--- src/rtl/riscv_cpu_pkg.sv ---
`default_nettype none
// ============================================================================
// Module      : riscv_cpu_pkg
// Description : Shared widths, ALU opcodes and divider types for the core.
// Revision    : 1.0 - divider FSM states and special-case constants added
// ============================================================================
package riscv_cpu_pkg;

    localparam int unsigned XLEN         = 32;
    localparam int unsigned ALU_OP_WIDTH = 5;

    // bit0 = signed, bit1 = remainder within the divide group 5'b111xx
    typedef enum logic [ALU_OP_WIDTH-1:0] {
        ALU_ADD  = 5'b00000,
        ALU_SUB  = 5'b00001,
        ALU_XOR  = 5'b00010,
        ALU_OR   = 5'b00011,
        ALU_AND  = 5'b00100,
        ALU_SLL  = 5'b00101,
        ALU_SRL  = 5'b00110,
        ALU_SRA  = 5'b00111,
        ALU_SLT  = 5'b01000,
        ALU_SLTU = 5'b01001,
        ALU_DIVU = 5'b11100,
        ALU_DIV  = 5'b11101,
        ALU_REMU = 5'b11110,
        ALU_REM  = 5'b11111
    } alu_opcode_e;

    typedef enum logic [1:0] {
        DIV_IDLE   = 2'd0,
        DIV_DIVIDE = 2'd1,
        DIV_SIGN   = 2'd2,
        DIV_DONE   = 2'd3
    } div_state_e;

    localparam int unsigned DIV_ITERATIONS   = XLEN;
    localparam int unsigned DIV_CNT_WIDTH    = $clog2(DIV_ITERATIONS);
    localparam logic [31:0] DIV0_QUOTIENT    = 32'hFFFF_FFFF;
    localparam logic [31:0] DIV_OVF_QUOTIENT = 32'h8000_0000;

    function automatic logic is_div_op(input logic [ALU_OP_WIDTH-1:0] op);
        return (op | 5'b00011) == 5'b11111;
    endfunction

endpackage
`default_nettype wire

--- src/rtl/riscv_cpu_div_step.sv ---
`default_nettype none
// ============================================================================
// Module      : riscv_cpu_div_step
// Description : One combinational radix-2 restoring division step.
// Revision    : 1.0 - initial release
// ============================================================================
module riscv_cpu_div_step #(
    parameter int unsigned DATA_WIDTH = 32
) (
    input  logic [DATA_WIDTH:0]   rem_i,
    input  logic [DATA_WIDTH-1:0] quo_i,
    input  logic [DATA_WIDTH-1:0] divisor_i,
    output logic [DATA_WIDTH:0]   rem_o,
    output logic [DATA_WIDTH-1:0] quo_o
);

    logic [DATA_WIDTH+1:0] w_shifted;
    logic [DATA_WIDTH+1:0] w_diff;
    logic                  w_borrow;

    // The partial remainder stays below the divisor, so its top bit is zero
    // and a negative trial difference always shows up in the extra MSB.
    assign w_shifted = {rem_i, quo_i[DATA_WIDTH-1]};
    assign w_diff    = w_shifted - {2'b00, divisor_i};
    assign w_borrow  = w_diff[DATA_WIDTH+1];

    assign rem_o = w_borrow ? w_shifted[DATA_WIDTH:0] : w_diff[DATA_WIDTH:0];
    assign quo_o = {quo_i[DATA_WIDTH-2:0], ~w_borrow};

endmodule
`default_nettype wire

--- src/rtl/riscv_cpu_div_ctrl.sv ---
`default_nettype none
// ============================================================================
// Module      : riscv_cpu_div_ctrl
// Description : Iterative restoring divider for DIV/DIVU/REM/REMU with FSM.
//               Optional macro RISCV_CPU_DIV_FAST_EN short-cuts div0/ovf/a==0.
// Revision    : 1.0 - initial release
// ============================================================================
module riscv_cpu_div_ctrl
    import riscv_cpu_pkg::*;
#(
    parameter int unsigned DATA_WIDTH = XLEN,
    parameter int unsigned CNT_WIDTH  = $clog2(DATA_WIDTH)
) (
    input  logic                  clk_i,
    input  logic                  rst_ni,
    input  logic                  valid_i,
    output logic                  ready_o,
    input  alu_opcode_e           operator_i,
    input  logic [DATA_WIDTH-1:0] op_a_i,
    input  logic [DATA_WIDTH-1:0] op_b_i,
    input  logic                  kill_i,
    output logic                  valid_o,
    input  logic                  ready_i,
    output logic [DATA_WIDTH-1:0] result_o,
    output logic                  busy_o
);

    localparam logic [DATA_WIDTH-1:0] C_ALL_ONES = '1;
    localparam logic [DATA_WIDTH-1:0] C_MIN_NEG  = {1'b1, {(DATA_WIDTH-1){1'b0}}};
    localparam logic [CNT_WIDTH-1:0]  C_CNT_LAST = CNT_WIDTH'(DATA_WIDTH - 1);

    div_state_e            state_q, state_d;
    logic [CNT_WIDTH-1:0]  cnt_q;
    logic [DATA_WIDTH:0]   rem_q;
    logic [DATA_WIDTH-1:0] quo_q, divisor_q, result_q;
    logic                  neg_quo_q, neg_rem_q, rem_sel_q, div0_q, ovf_q;

    logic [ALU_OP_WIDTH-1:0] w_op;
    logic                    w_signed, w_rem, w_a_neg, w_b_neg;
    logic                    w_div0, w_ovf, w_accept;
    logic [DATA_WIDTH-1:0]   w_abs_a, w_abs_b;
    logic [DATA_WIDTH:0]     w_step_rem;
    logic [DATA_WIDTH-1:0]   w_step_quo;
    logic [DATA_WIDTH-1:0]   w_quo_fin, w_rem_fin, w_final;
    logic                    w_fast;
    logic [DATA_WIDTH-1:0]   w_fast_result;

    assign w_op     = operator_i;
    assign w_signed = w_op[0];
    assign w_rem    = w_op[1];
    assign w_a_neg  = w_signed & op_a_i[DATA_WIDTH-1];
    assign w_b_neg  = w_signed & op_b_i[DATA_WIDTH-1];
    // Negating the most negative value wraps back to itself, which is the
    // correct unsigned magnitude.
    assign w_abs_a  = w_a_neg ? -op_a_i : op_a_i;
    assign w_abs_b  = w_b_neg ? -op_b_i : op_b_i;
    assign w_div0   = (op_b_i == '0);
    assign w_ovf    = w_signed && (op_a_i == C_MIN_NEG) && (op_b_i == C_ALL_ONES);
    assign w_accept = valid_i && (state_q == DIV_IDLE) && !kill_i && is_div_op(w_op);

`ifdef RISCV_CPU_DIV_FAST_EN
    always_comb begin
        w_fast        = w_div0 | w_ovf | (op_a_i == '0);
        w_fast_result = '0;
        if (w_div0) begin
            w_fast_result = w_rem ? op_a_i : C_ALL_ONES;
        end else if (w_ovf) begin
            w_fast_result = w_rem ? '0 : C_MIN_NEG;
        end
    end
`else
    assign w_fast        = 1'b0;
    assign w_fast_result = '0;
`endif

    riscv_cpu_div_step #(
        .DATA_WIDTH (DATA_WIDTH)
    ) u_step (
        .rem_i     (rem_q),
        .quo_i     (quo_q),
        .divisor_i (divisor_q),
        .rem_o     (w_step_rem),
        .quo_o     (w_step_quo)
    );

    // With a zero divisor the iterations leave |a| in the remainder, so the
    // sign fix-up alone already yields a; only the quotient needs overriding.
    always_comb begin
        w_quo_fin = neg_quo_q ? -quo_q : quo_q;
        w_rem_fin = neg_rem_q ? -rem_q[DATA_WIDTH-1:0] : rem_q[DATA_WIDTH-1:0];
        if (div0_q) begin
            w_quo_fin = C_ALL_ONES;
        end
        if (ovf_q) begin
            w_quo_fin = C_MIN_NEG;
            w_rem_fin = '0;
        end
        w_final = rem_sel_q ? w_rem_fin : w_quo_fin;
    end

    always_comb begin
        state_d = state_q;
        unique case (state_q)
            DIV_IDLE:   if (w_accept) state_d = w_fast ? DIV_DONE : DIV_DIVIDE;
            DIV_DIVIDE: if (cnt_q == C_CNT_LAST) state_d = DIV_SIGN;
            DIV_SIGN:   state_d = DIV_DONE;
            DIV_DONE:   if (ready_i) state_d = DIV_IDLE;
            default:    state_d = DIV_IDLE;
        endcase
        if (kill_i) begin
            state_d = DIV_IDLE;
        end
    end

    always_ff @(posedge clk_i or negedge rst_ni) begin
        if (!rst_ni) begin
            state_q <= DIV_IDLE;
        end else begin
            state_q <= state_d;
        end
    end

    always_ff @(posedge clk_i or negedge rst_ni) begin
        if (!rst_ni) begin
            cnt_q     <= '0;
            rem_q     <= '0;
            quo_q     <= '0;
            divisor_q <= '0;
            result_q  <= '0;
            neg_quo_q <= 1'b0;
            neg_rem_q <= 1'b0;
            rem_sel_q <= 1'b0;
            div0_q    <= 1'b0;
            ovf_q     <= 1'b0;
        end else if (w_accept) begin
            cnt_q     <= '0;
            rem_q     <= '0;
            quo_q     <= w_abs_a;
            divisor_q <= w_abs_b;
            neg_quo_q <= w_a_neg ^ w_b_neg;
            neg_rem_q <= w_a_neg;
            rem_sel_q <= w_rem;
            div0_q    <= w_div0;
            ovf_q     <= w_ovf;
            if (w_fast) begin
                result_q <= w_fast_result;
            end
        end else if (state_q == DIV_DIVIDE) begin
            rem_q <= w_step_rem;
            quo_q <= w_step_quo;
            cnt_q <= (cnt_q == C_CNT_LAST) ? '0 : cnt_q + CNT_WIDTH'(1);
        end else if ((state_q == DIV_SIGN) && !kill_i) begin
            result_q <= w_final;
        end
    end

    assign ready_o  = (state_q == DIV_IDLE);
    assign valid_o  = (state_q == DIV_DONE);
    assign busy_o   = (state_q != DIV_IDLE);
    assign result_o = result_q;

endmodule
`default_nettype wire
--- config.mk ---
export PLATFORM = sky130hd
export DESIGN_NAME = riscv_cpu_div_ctrl
export DESIGN_NICKNAME = d
export VERILOG_FILES = /design/src/rtl/riscv_cpu_pkg.sv /design/src/rtl/riscv_cpu_div_step.sv /design/src/rtl/riscv_cpu_div_ctrl.sv
export SDC_FILE = /design/constraint.sdc
export NUM_CORES = 1
export LEC_CHECK = 0
export ABC_AREA = 1
export BUFFER_PORTS_ARGS = -buffer_cell sky130_fd_sc_hd__clkbuf_2
export CORE_AREA = 4 4 194 196
export CTS_CLUSTER_SIZE = 24
export DETAILED_ROUTE_END_ITERATION = 12
export DIE_AREA = 0 0 198 200
export SLEW_MARGIN = 10
export SYNTH_ARGS = -nofsm -noshare
export SYNTH_HDL_FRONTEND = slang
export SYNTH_SLANG_ARGS = --single-unit
--- constraint.sdc ---
create_clock -name clk_i -period 2.3 [get_ports clk_i]
set_input_delay 0.46 -clock clk_i [delete_from_list [all_inputs] [get_ports clk_i]]
set_output_delay 0.46 -clock clk_i [all_outputs]
set_load 0.1 [all_outputs]
## After elaboration in Yosys (flattened, before gate mapping)

Cells that the tools add are included.

| storage, ports and cells | value |
|---|---|
| flip-flop bits (word level) | 141 |
| input port bits | 74 |
| output and inout port bits | 35 |

| operators by class | value |
|---|---|
| add/sub/neg operators | 6 |
| equal/unequal tests | 10 |
| multiplexer cells | 21 |
| bitwise operators | 6 |
| reductions and logical operators | 13 |

Operators with widths:

| cell | count |
|---|---|
| $mux W32 | 10 |
| $neg A32 Y32 | 4 |
| $mux W33 | 3 |
| $eq A32 B32 Y1 const B | 2 |
| $sub A34 B32 Y34 | 1 |
| $logic_not A32 Y1 | 1 |
| $mux W5 | 3 |
| $mux W2 | 4 |
| $pmux W2 S4 | 1 |
| $logic_and A1 B1 Y1 | 6 |
| $reduce_and A3 Y1 | 2 |
| $add A5 B1 Y5 const B | 1 |
| $eq A5 B5 Y1 const B | 1 |
| $eq A2 B2 Y1 const B | 2 |
| $reduce_bool A2 Y1 | 2 |
| $eq A3 B3 Y1 const B | 1 |
| $ne A3 B1 Y1 const B | 1 |
| $ne A3 B2 Y1 const B | 1 |
| $ne A3 B3 Y1 const B | 1 |
| $not A1 Y1 | 3 |
| $and A1 B1 Y1 | 2 |
| $eq A2 B1 Y1 const B | 1 |
| $logic_not A2 Y1 | 1 |
| $logic_not A1 Y1 | 1 |
| $xor A1 B1 Y1 | 1 |

## Logic depth before layout (Yosys ltp)

| depth | value |
|---|---|
| depth after elaboration | 7 |
| depth in mapped cells | 18 |
| gate-level depth less buffers | 17 |

## Modules after synthesis

Synthesis repeated with hierarchy kept, for this count alone.

| unflattened totals | value |
|---|---|
| cells, all modules | 2263 |
| area total of the unflattened synthesis | 13636.8 µm² |

By module, submodules not included:

| module | instances | cells each | area an instance (µm²) | seq. area each (µm²) |
|---|---|---|---|---|
| riscv_cpu_div_ctrl | 1 | 1511 | 9959.6 | 3528.4 |
| riscv_cpu_div_step | 1 | 752 | 3677.3 | 0.0 |

## Worst setup path after synthesis

OpenSTA, ideal clock, no wires.

| path | value |
|---|---|
| path kind | register to register |
| start | register state_q[0] |
| end | register state_q[0] |
| setup time | 0.134 ns |
| arrival time | 2.655 ns |
| data required time | 2.166 ns |
| slack | -0.489 ns |
| stages on the path, launching flop included | 8 |
| cell sequence | dfrtp_1 inv_1 ha_1 inv_1 o221ai_1 nand2_1 o211ai_1 o21ai_0 |

| between the ends | value |
|---|---|
| word-level cells in the longest chain between the ends | 6 |

Ends and longest elaborated chain:

| what | line | text |
|---|---|---|
| start, declared | riscv_cpu_div_ctrl.sv:32 | `div_state_e state_q, state_d;` |
| start signal, assigned | riscv_cpu_div_ctrl.sv:119 | `state_q <= state_d;` |
| $logic_not A2 Y1 * | -- |  |
| via ready_o | riscv_cpu_div_ctrl.sv:17 | `output logic ready_o,` |
| $logic_and A1 B1 Y1 (3 in a row) | riscv_cpu_div_ctrl.sv:59 | `assign w_accept = valid_i && (state_q == DIV_IDLE) && !kill_i && is_div_op(w_op);` |
| $ne A3 B1 Y1 (no source line) | -- |  |
| $reduce_and A3 Y1 (no source line) | -- |  |

The timed path passes the listed nets; every way through them passes the cells marked *.
A chain may end at the register's enable or synchronous reset.

## Worst setup path in the final report

| path | value |
|---|---|
| start | register rem_q[21] |
| end | register rem_q[13] |

| between the ends | value |
|---|---|
| word-level cells in the longest chain between the ends | 4 |

Ends and longest elaborated chain:

| what | line | text |
|---|---|---|
| start, declared | riscv_cpu_div_ctrl.sv:34 | `logic [DATA_WIDTH:0] rem_q;` |
| start signal, assigned | riscv_cpu_div_ctrl.sv:149 | `rem_q <= w_step_rem;` |
| $sub A34 B32 Y34 | riscv_cpu_div_step.sv:24 | `assign w_diff = w_shifted - {2'b00, divisor_i};` |
| $mux W33 | riscv_cpu_div_step.sv:27 | `assign rem_o = w_borrow ? w_shifted[DATA_WIDTH:0] : w_diff[DATA_WIDTH:0];` |
| $mux W33 | riscv_cpu_div_ctrl.sv:148 | `end else if (state_q == DIV_DIVIDE) begin` |
| $mux W33 | riscv_cpu_div_ctrl.sv:135 | `end else if (w_accept) begin` |

Every way passes these cells. The select of a mux whose other input is x is not followed.

==> metrics.txt <==
Final period util 0.957; Die H 200 um; 1st-pass router iterations 5; Detail Route Antenna Nets 0; Multi-input gate area 8080 um2; worst hold slack -0.00851 ns; CTS tree built; register area 3540 um2; Via Count 13.8k; max incr delay on CP 0.44 ns; Cell Area, Synth 12,400 um2; Cell Int Power 0.0126 W; total gr overflow 0; antenna violations before repair 1; # clock sinks 141; combinational share of power 0.733; Critical Path RT 2.67 ns; starting density of the core 0.345; Yosys cell types 45; first-pass GRT wire length 69,700 um; Period minus WS final 2.20 ns; GRT Resource Usage Total 0.222; die width 198 um; CTS Root Cell clkbuf_16; vias in the first global route 12.8k; I/O pin cnt 109; core area 36,100 um2; PortBufs 108; ANT cells 0; Final Hold Viols 2; critical path class reg -> reg; synthesized area per cell 6.17 um2; Pwr per Cell Area 1790 nW/um2; DR WL/cell 16.9 um; crit-path cells ha_4 -> nand2_2 -> nor2_4 -> inv_2 -> nor2_2 -> inv_1 -> nor2_2 -> nand2_4 -> nand2_8 -> nand2_8 -> buf_12 -> nand3_1 -> nand3_1 -> nand2_1; leak pwr 7.99 nW; P_sw 0.0152 W; measured slew at the worst slew-check pin 0.630 ns; status finished, violations left; # rows 70; violated checks negative hold slack; syn_nets 2,135; area grow syn2layout 24.8%; ratio of cells with drive above 1 in the final layout 0.187; Synth Warn # 0; largest net degree at the start of global routing 55; WP data arrival 2.57 ns; Max IR drop VDD 0.899 mV; placed insts 2,644; nets 2,320; RSZ-0062 raised after global routing yes; Final GP Congestion 0.943; DP Area 14,200 um2; Fillers 3,867; Post-synth EDFFs 0; Post-Syn Instances 2,017; Final Cell Area 15,500 um2; # setup viols final 0; Critical Path Source Type flip-flop; register area share after synthesis 0.284; Util after Layout 0.430; sequential share of power 0.165; Crit Path Max Fanout 8; Fmax achieved 455 MHz; Clk pin slew, worst setup/hold paths 0.07 ns; async set-reset flop share out of synthesis 1.00; clock power share 0.103; max-slew violations 0; max_cap viols 0; worst-path cell with the longest stage delay dfrtp_1; Max Clock Skew 0.0127 ns; Iter 0 DRT Violations 1,306; cell family with most CP delay simple AND/OR/NAND/NOR gates; CTS Buf Count 17; Vias per Instance 5.15; die area 39,600 um2; Worst Hold Class in -> async; Longest Clk Path Bufs 2; worst skew pair latency 0.43 ns; fin cells 2,680; Buf/Inv on CP 3; drc violations 0; H-tree depth 4; #FFs+latches synth 141; ys flop type dfrtp_1; DRT Wirelength 45,300 um; setup TNS 0 ns; Worst slew margin 0.579; Switching Fraction 0.548; CP Capture Type flip-flop; detailed placement HPWL 35,800 um
## flip-flops by register name (all words and copies together), names as in the netlist
name and count:
neg_quo_q 1, ovf_q 1, result_o 32, div0_q 1, rem_sel_q 1, quo_q 32, neg_rem_q 1, state_q 2
rem_q 33, divisor_q 32, cnt_q 5
## what timing repair did
action,in CTS,in global routing
gates resized for setup,4,128
buffers inserted,0,3
pin swaps,0,23
hold buffers,0,0
setup endpoints to repair,11,54
hold endpoints to repair,0,0
cloned,0,4
## power groups by stage
stage	Clock, W	Sequential (W)	Combinational (W)
after floorplan	0	0.00588	0.0109
after global placement	0	0.00441	0.0181
after detailed placement	0	0.00444	0.0183
after CTS	0.00290	0.00441	0.0184
after global routing	0.00301	0.00467	0.0225
final	0.00286	0.00457	0.0204
## area by class of cell
cell class,instances,area share
clock inverters,11,0.00934
inverters,301,0.0728
flip-flops and latches,141,0.228
multi-input cells,1513,0.520
clock buffers,18,0.0283
well taps,468,0.0377
repair buffers,228,0.104
## routing by layer
metal  part of all wire  track usage
met5                  0            0
met4              0.021       0.0622
met3              0.057       0.0329
met2               0.45        0.344
met1               0.47        0.323
## path summary, 6_finish.rpt
kind                               start            end  slack, ns  depth (start not counted)
max                            rem_q[21]      rem_q[13]        0.1                         14
min                               rst_ni    result_o[2]     -0.009                          1
max reg2reg                    rem_q[21]      rem_q[13]        0.1                         14
min reg2reg                 result_o[12]   result_o[12]       0.48                          2
max in group asynchronous         rst_ni  divisor_q[25]       1.62                          2
min in group clk_i         operator_i[1]      rem_sel_q       0.25                          3
## kinds of logic (layout without fill, tap and decap cells)
family,Yosys count,after routing,synth area share
compound gates,241,241,0.114
xor+xnor,49,49,0.0345
buf+inv,364,558,0.116
simple gates,1178,1179,0.407
fa+ha+maj,44,44,0.0449
flops,141,141,0.284
## placed cells by master (no fill, tap or decap), drive strengths merged, types with 5 or more instances in the layout
cell type,instances
nand3b,10
nand4,27
clkbuf,128
and2,6
ha,43
a21oi,62
inv,298
buf,118
a31oi,6
o221ai,22
nor2,170
o22ai,6
xnor2,21
dfrtp,141
or2,7
nor3,34
o21bai,6
nand3,269
nand2,651
o211ai,21
o21ai,107
xor2,28
clkinv,8
o31ai,5
## cell usage after synthesis, types with 7 or more instances
master,instances,share of area
a21oi_1,61,0.025
buf_1,7,0.0021
buf_4,8,0.0048
clkbuf_1,36,0.011
dfrtp_1,141,0.28
ha_1,43,0.043
inv_1,289,0.087
inv_2,9,0.0027
nand2_1,642,0.19
nand3_1,265,0.11
nand3b_1,10,0.0060
nand4_1,27,0.014
nor2_1,159,0.048
nor2_2,8,0.0040
nor3_1,32,0.013
o211ai_1,21,0.013
o21ai_0,100,0.040
o221ai_1,22,0.015
or2_2,7,0.0035
xnor2_1,21,0.015
xor2_1,28,0.020
## metrics by stage
| stage | setup slack (ns) | power, W |
|---|---|---|
| after global placement | -0.282 | 0.0226 |
| after floorplan | 0.00161 | 0.0168 |
| after CTS | 0.00845 | 0.0257 |
| after detailed placement | -0.287 | 0.0227 |
| final | 0.0999 | 0.0278 |
| after global routing | -0.0434 | 0.0302 |
## worst register-to-register path, stage by stage, from the launching register on
cell and delay (ns):
dfrtp_1 0.44, ha_4 0.30, nand2_2 0.08, nor2_4 0.15, inv_2 0.07, nor2_2 0.15
inv_1 0.10, nor2_2 0.13, nand2_4 0.10, nand2_8 0.13, nand2_8 0.10, buf_12 0.16
nand3_1 0.08, nand3_1 0.08, nand2_1 0.09
Note: power is estimated with default switching activity, not from simulation.
